===== src/rtl/slow_tick_timer_pkg.sv =====
// Shared types and default parameters for the slow-clock tick timer.
package slow_tick_pkg;

    typedef enum logic {
        ST_IDLE = 1'b0,
        ST_RUN  = 1'b1
    } state_t;

    localparam int unsigned DEF_SYNC_STAGES = 2;
    localparam int unsigned DEF_CNT_W       = 8;
    localparam int unsigned DEF_WD_LIMIT    = 150000000;

endpackage


===== src/rtl/slow_tick_timer_if.sv =====
// Control/status bundle between a phase sequencer and the slow tick timer.
interface slow_tick_timer_if
    import slow_tick_pkg::*;
#(
    parameter int unsigned CNT_W = DEF_CNT_W
);
    logic             slow_in;
    logic             load;
    logic [CNT_W-1:0] load_val;
    logic             pause;
    logic             tick;
    logic [CNT_W-1:0] remaining;
    logic             busy;
    logic             done;
    logic             stall;

    modport master (
        output slow_in, load, load_val, pause,
        input  tick, remaining, busy, done, stall
    );

    modport slave (
        input  slow_in, load, load_val, pause,
        output tick, remaining, busy, done, stall
    );
endinterface


===== src/rtl/slow_tick_timer_tick_sync.sv =====
// Brings the divided slow clock into clk and emits one registered tick per
// rising edge, with an arm flag so a level held high through reset is ignored.
module tick_sync
    import slow_tick_pkg::*;
#(
    parameter int unsigned SYNC_STAGES = DEF_SYNC_STAGES
) (
    input  logic clk,
    input  logic rst,
    input  logic slow_in,
    output logic tick
);
    logic [SYNC_STAGES-1:0] sync_q;
    logic [SYNC_STAGES-1:0] fill_q;
    logic                   hist_q;
    logic                   armed_q;
    logic                   sync_last;

    assign sync_last = sync_q[SYNC_STAGES-1];

    // fill_q marks when the last stage holds a real sample rather than its
    // reset zero; without it the reset value would count as a low and arm.
    always_ff @(posedge clk) begin
        if (rst) begin
            sync_q  <= '0;
            fill_q  <= '0;
            hist_q  <= 1'b0;
            armed_q <= 1'b0;
            tick    <= 1'b0;
        end else begin
            sync_q  <= {sync_q[SYNC_STAGES-2:0], slow_in};
            fill_q  <= {fill_q[SYNC_STAGES-2:0], 1'b1};
            hist_q  <= sync_last;
            if (fill_q[SYNC_STAGES-1] && !sync_last)
                armed_q <= 1'b1;
            tick    <= armed_q && sync_last && !hist_q;
        end
    end
endmodule


===== src/rtl/slow_tick_timer.sv =====
// Countdown of synchronized slow-clock ticks with done pulse and stall watchdog.
//   state   | meaning
//   IDLE    | no countdown active, waiting for load
//   RUN     | counting ticks down toward zero
module slow_tick_timer
    import slow_tick_pkg::*;
#(
    parameter int unsigned SYNC_STAGES = DEF_SYNC_STAGES,
    parameter int unsigned CNT_W       = DEF_CNT_W,
    parameter int unsigned WD_LIMIT    = DEF_WD_LIMIT
) (
    input  logic               clk,
    input  logic               rst,
    slow_tick_timer_if.slave   bus
);
    localparam logic [31:0] WD_MAX = 32'(WD_LIMIT);

    logic             tick;
    state_t           state_q, state_d;
    logic [CNT_W-1:0] rem_q, rem_d;
    logic             done_q, done_d;
    logic [31:0]      wd_q, wd_d;
    logic             stall_q;

    tick_sync #(
        .SYNC_STAGES (SYNC_STAGES)
    ) u_tick_sync (
        .clk     (clk),
        .rst     (rst),
        .slow_in (bus.slow_in),
        .tick    (tick)
    );

    always_ff @(posedge clk) begin
        if (rst) begin
            state_q <= ST_IDLE;
            rem_q   <= '0;
            done_q  <= 1'b0;
        end else begin
            state_q <= state_d;
            rem_q   <= rem_d;
            done_q  <= done_d;
        end
    end

    // load is handled identically in both states and beats a same-cycle tick.
    always_comb begin
        state_d = state_q;
        rem_d   = rem_q;
        done_d  = 1'b0;
        if (bus.load) begin
            if (bus.load_val != '0) begin
                rem_d   = bus.load_val;
                state_d = ST_RUN;
            end else begin
                rem_d   = '0;
                done_d  = 1'b1;
                state_d = ST_IDLE;
            end
        end else begin
            case (state_q)
                ST_RUN: begin
                    if (tick && !bus.pause) begin
                        if (rem_q <= CNT_W'(1)) begin
                            rem_d   = '0;
                            done_d  = 1'b1;
                            state_d = ST_IDLE;
                        end else begin
                            rem_d = rem_q - CNT_W'(1);
                        end
                    end
                end
                default: state_d = ST_IDLE;
            endcase
        end
    end

    always_comb begin
        wd_d = wd_q;
        if (tick)
            wd_d = '0;
        else if (wd_q < WD_MAX)
            wd_d = wd_q + 32'd1;
    end

    always_ff @(posedge clk) begin
        if (rst) begin
            wd_q    <= '0;
            stall_q <= 1'b0;
        end else begin
            wd_q    <= wd_d;
            stall_q <= (wd_d >= WD_MAX);
        end
    end

    assign bus.tick      = tick;
    assign bus.remaining = rem_q;
    assign bus.busy      = (state_q == ST_RUN);
    assign bus.done      = done_q;
    assign bus.stall     = stall_q;
endmodule


===== src/flat_wrapper.sv =====
// flat-port wrapper written by rule: the top's interface ports become plain ports
module slow_tick_timer_flat import slow_tick_pkg::*;
#(
    parameter int unsigned SYNC_STAGES = DEF_SYNC_STAGES,
    parameter int unsigned CNT_W       = DEF_CNT_W,
    parameter int unsigned WD_LIMIT    = DEF_WD_LIMIT
)
  (clk, rst, bus_slow_in, bus_load, bus_load_val, bus_pause, bus_tick, bus_remaining, bus_busy, bus_done, bus_stall);
  slow_tick_timer_if #(.CNT_W(CNT_W)) bus_i ();
  input  logic clk;
  input  logic rst;
  input wire logic [$bits(bus_i.slow_in)-1:0] bus_slow_in;
  input wire logic [$bits(bus_i.load)-1:0] bus_load;
  input wire logic [$bits(bus_i.load_val)-1:0] bus_load_val;
  input wire logic [$bits(bus_i.pause)-1:0] bus_pause;
  output wire logic [$bits(bus_i.tick)-1:0] bus_tick;
  output wire logic [$bits(bus_i.remaining)-1:0] bus_remaining;
  output wire logic [$bits(bus_i.busy)-1:0] bus_busy;
  output wire logic [$bits(bus_i.done)-1:0] bus_done;
  output wire logic [$bits(bus_i.stall)-1:0] bus_stall;
  assign bus_i.slow_in = bus_slow_in;
  assign bus_i.load = bus_load;
  assign bus_i.load_val = bus_load_val;
  assign bus_i.pause = bus_pause;
  assign bus_tick = bus_i.tick;
  assign bus_remaining = bus_i.remaining;
  assign bus_busy = bus_i.busy;
  assign bus_done = bus_i.done;
  assign bus_stall = bus_i.stall;
  slow_tick_timer #(.SYNC_STAGES(SYNC_STAGES), .CNT_W(CNT_W), .WD_LIMIT(WD_LIMIT)) u_core (.clk(clk), .rst(rst), .bus(bus_i));
endmodule

===== config.mk =====
export PLATFORM = sky130hd
export DESIGN_NAME = slow_tick_timer_flat
export DESIGN_NICKNAME = d
export VERILOG_FILES = /design/src/rtl/slow_tick_timer_pkg.sv /design/src/rtl/slow_tick_timer_if.sv /design/src/rtl/slow_tick_timer_tick_sync.sv /design/src/rtl/slow_tick_timer.sv /design/src/flat_wrapper.sv
export SDC_FILE = /design/constraint.sdc
export NUM_CORES = 1
export LEC_CHECK = 0
export CORE_MARGIN = 2
export CORE_UTILIZATION = 50
export CTS_CLUSTER_SIZE = 25
export DETAILED_ROUTE_END_ITERATION = 10
export PLACE_DENSITY = 0.71
export SETUP_SLACK_MARGIN = 0.15
export SYNTH_ARGS = -nofsm -noshare
export SYNTH_HDL_FRONTEND = slang
export SYNTH_SLANG_ARGS = --single-unit

===== constraint.sdc =====
create_clock -name clk -period 3.1 [get_ports clk]
set_input_delay 0.62 -clock clk [delete_from_list [all_inputs] [get_ports clk]]
set_output_delay 0.62 -clock clk [all_outputs]
set_load 0.01 [all_outputs]

==> metrics.md <==
| Metric | Value |
|---|---|
| Final cell count without fillers | 423 |
| RSZ-0062 raised after global routing | false |
| Most used DFF post-synth | dfxtp_1 |
| Number of nets at the end of the flow | 368 |
| Starting density of the core | 52.5% |
| Width of the die | 77.7 um |
| Number of iterations in the first detailed-routing pass | 4 |
| First-pass GRT wire length | 9740 um |
| TritonCTS clock tree | yes |
| Classification of the worst setup path | register to register |
| Arr. time, crit path | 2.65 ns |
| Clock latency at the later pin of the worst-skew pair | 0.32 ns |
| Number of max-slew violations in the final report | 0 |
| Unique masters post-synth | 60 |
| Data required time at the worst endpoint | 3.30 ns |
| Post-Syn Area | 2720 sq um |
| Post-route cell area | 3110 sq um |
| GRT overflow | 0 |
| Pwr per Cell Area | 384 nW/um^2 |
| Avg Inst Size Synth | 8.18 sq um |
| Final Setup Violations | 0 |
| CP Buf/Inv Count | 0 |
| Pin slew with the least headroom to its limit | 0.507 ns |
| Hold Buf Count CTS | 0 |
| Crit path largest cell delay | 0.46 ns |
| Antenna violation net count after detailed routing | 0 |
| 1st-iter DRT viols | 184 |
| Post-CTS setup buffer count | 0 |
| Final period demand of the worst path | 2.45 ns |
| Routed length per placed instance | 13.9 um |
| Slowest stage cell, crit path | nor4_1 |
| Register clock-pin slew on the reported worst setup and hold paths | 0.10 ns |
| Total number of clock tree sinks | 50 |
| Max-cap violation count | 0 |
| Number of buffers added by the clock tree synthesis step | 5 |
| Share of flip-flops with an asynchronous set or reset | 0% |
| Top cells by area, synth | dfxtp_1 37%, nor2_1 7.2%, xnor2_1 5.5%, a21oi_1 3.3%, nand2_1 3.3% |
| Buffers on Ports | 24 |
| Resized Gates After CTS | 0 |
| Placeable core area | 5170 sq um |
| Total die area | 6040 sq um |
| Clock Path Buffers | 2 |
| Critical Path Fanout Max | 5 |
| Run status | completed |
| Count of flip-flops with a built-in enable after synthesis | 0 |
| Cell type with the largest total area after synthesis | dfxtp_1 |
| Initial antenna violation count | 0 |
| Global placement routability congestion | 0.889 |
| Worst Hold Class | register to register |
| Static Leakage | 0.00109 uW |
| Kind of launch point of the worst setup path | register |
| Ant diodes | 0 |
| Vias post-DR | 2372 |
| Final worst-path setup slack | 0.650 ns |
| Placed cells | 415 |
| Synth Net Count | 348 |
| Critical Path Sink Type | register |
| Layout overhead on the synthesized area | 14.4% |
| Layout Skew | 0.00929 ns |
| HPWL reported at the end of detailed placement | 4300 um |
| Sum of negative setup slack | 0 ns |
| DP Area | 3010 sq um |
| Share of the clock period used by the worst path | 79.0% |
| Share of post-route cells with drive strength above 1 | 7.37% |
| # IOs | 25 |
| Sequential element share of the synthesized area | 36.9% |
| Share of the synthesized area in the top cell type | 36.9% |
| Drt via density | 5.61 |
| Final number of hold-violating endpoints | 0 |
| Vias in the first global route | 2196 |
| Post-place setup slack | 0.697 ns |
| Crit-path cells | nor4_1 -> o311ai_2 -> a2111o_2 -> nor3_1 -> a32oi_1 -> a41oi_2 -> o22ai_1 |
| Ys Warns | 0 |
| Placement Rows | 26 |
| Htree depth | 2 |
| FF+latch count, synth | 50 |
| Relative slew slack | 66.1% |
| DRT Wirelength | 5880 um |
| Peak supply drop | 233 uV |
| Combined global-route utilization of all metal layers | 19.8% |
| Post-route DRC | 0 |
| Cell family with most CP delay | compound AO/OA/AOI/OAI gates |
| Root buffer cell | clkbuf_8 |
| Total power | 1190 uW |
| Cells after Synth | 332 |
| Vertical die dimension | 77.7 um |
| Pin count of the biggest net entering global routing | 19 |
| Max Clk Rate | 408 MHz |
-- placed cells by master (no fill, tap or decap), types with 2 or more instances in the layout --
cell and n:
nor2_1 52, dfxtp_1 50, nand2_1 24, clkdlybuf4s50_1 24, a21oi_1 18, xnor2_1 17
nand3_1 16, nor3_1 12, and2_1 11, o21ai_0 10, xor2_1 8, or3_1 8
inv_1 7, nor2b_1 7, nand4_1 7, nor4_1 6, buf_4 6, mux2i_1 5
clkbuf_8 5, and3_1 4, and4_1 4, and3b_1 3, a211oi_1 3, ha_1 3
or2_2 2, o211ai_1 2, nor3b_1 2, a22oi_1 2, a32oi_1 2, o21a_1 2
clkinv_4 2
-- synthesized netlist by cell type, types with 7 or more instances --
cell type	instances
nand2_1	24
xnor2_1	17
xor2_1	8
nor2_1	52
nor3_1	12
dfxtp_1	50
a21oi_1	18
and2_1	11
clkbuf_1	7
o21ai_0	10
nor2b_1	7
nand3_1	16
nand4_1	7
or3_1	8
inv_1	7
-- worst register-to-register path: cells and delay by family (launching register included) --
family | cells | cell delay (ns)
AND/OR/NAND/NOR | 2 | 0.81
flip-flops | 1 | 0.33
AO/OA/AOI/OAI | 5 | 1.19
-- cell type report --
cell class	count	area [sq um]
Timing Repair Buffer	30	285
Sequential cell	50	1000
Clock inverter	3	28.8
Multi-Input combinational cell	258	1610
Inverter	7	26.3
Tap cell	70	87.6
Clock buffer	5	68.8
Fill cell	470	2070
-- cell families (layout without fill, tap and decap cells) --
logic type | Yosys count | count (layout) | synth area share [%]
AOI/OAI and AO/OA | 56 | 56 | 15.0
muxes | 5 | 5 | 1.84
adders and majority gates | 3 | 3 | 1.38
xor gates and xnor gates | 25 | 25 | 8.06
and+or+nand+nor | 169 | 169 | 33.0
buffers and inverters | 24 | 45 | 3.87
DFF | 50 | 50 | 36.9
-- sequential cells by signal (all words and copies together), names as in the netlist --
register	cells
u_core.u_tick_sync.tick	1
u_core.u_tick_sync.fill_q	2
u_core.u_tick_sync.sync_q	2
u_core.bus.remaining	8
u_core.bus.stall	1
u_core.bus.busy	1
u_core.wd_q	32
u_core.u_tick_sync.hist_q	1
u_core.u_tick_sync.armed_q	1
u_core.bus.done	1
-- through the flow --
stage | util, % | hold WS, ns
after floorplan | - | 0.414
after global placement | 58.2 | 0.416
after detailed placement | 58.2 | 0.432
after CTS | 60.1 | 0.457
after global routing | 60.1 | 0.462
final | 60.1 | 0.451
-- layer usage --
layer  global-route usage (%)  up-vias  part of all wire, %
li1                         -     1222                    -
met2                     32.2       58                   44
met1                     26.2     1082                   50
met5                        0        -                    0
met4                     7.68        0                  1.7
met3                     3.49       10                  3.9
-- report_power, final --
group / leakage (uW) / switching, uW / internal (uW)
registers: 0.000407 / 14.4 / 657
clock network: 0.0000502 / 244 / 168
logic: 0.000633 / 52.4 / 56.6
total: 0.00109 / 311 / 882
-- final timing paths --
check                                             startpoint                            to  slack (ns)  cells after the start
worst min-delay path            u_core.u_tick_sync.fill_q[0]  u_core.u_tick_sync.fill_q[1]        0.45                      1
worst max-delay path                         u_core.wd_q[30]              u_core.bus.stall        0.65                      7
worst min register to register  u_core.u_tick_sync.fill_q[0]  u_core.u_tick_sync.fill_q[1]        0.45                      1
worst max register to register               u_core.wd_q[30]              u_core.bus.stall        0.65                      7
(Power assumes the default switching activity.)
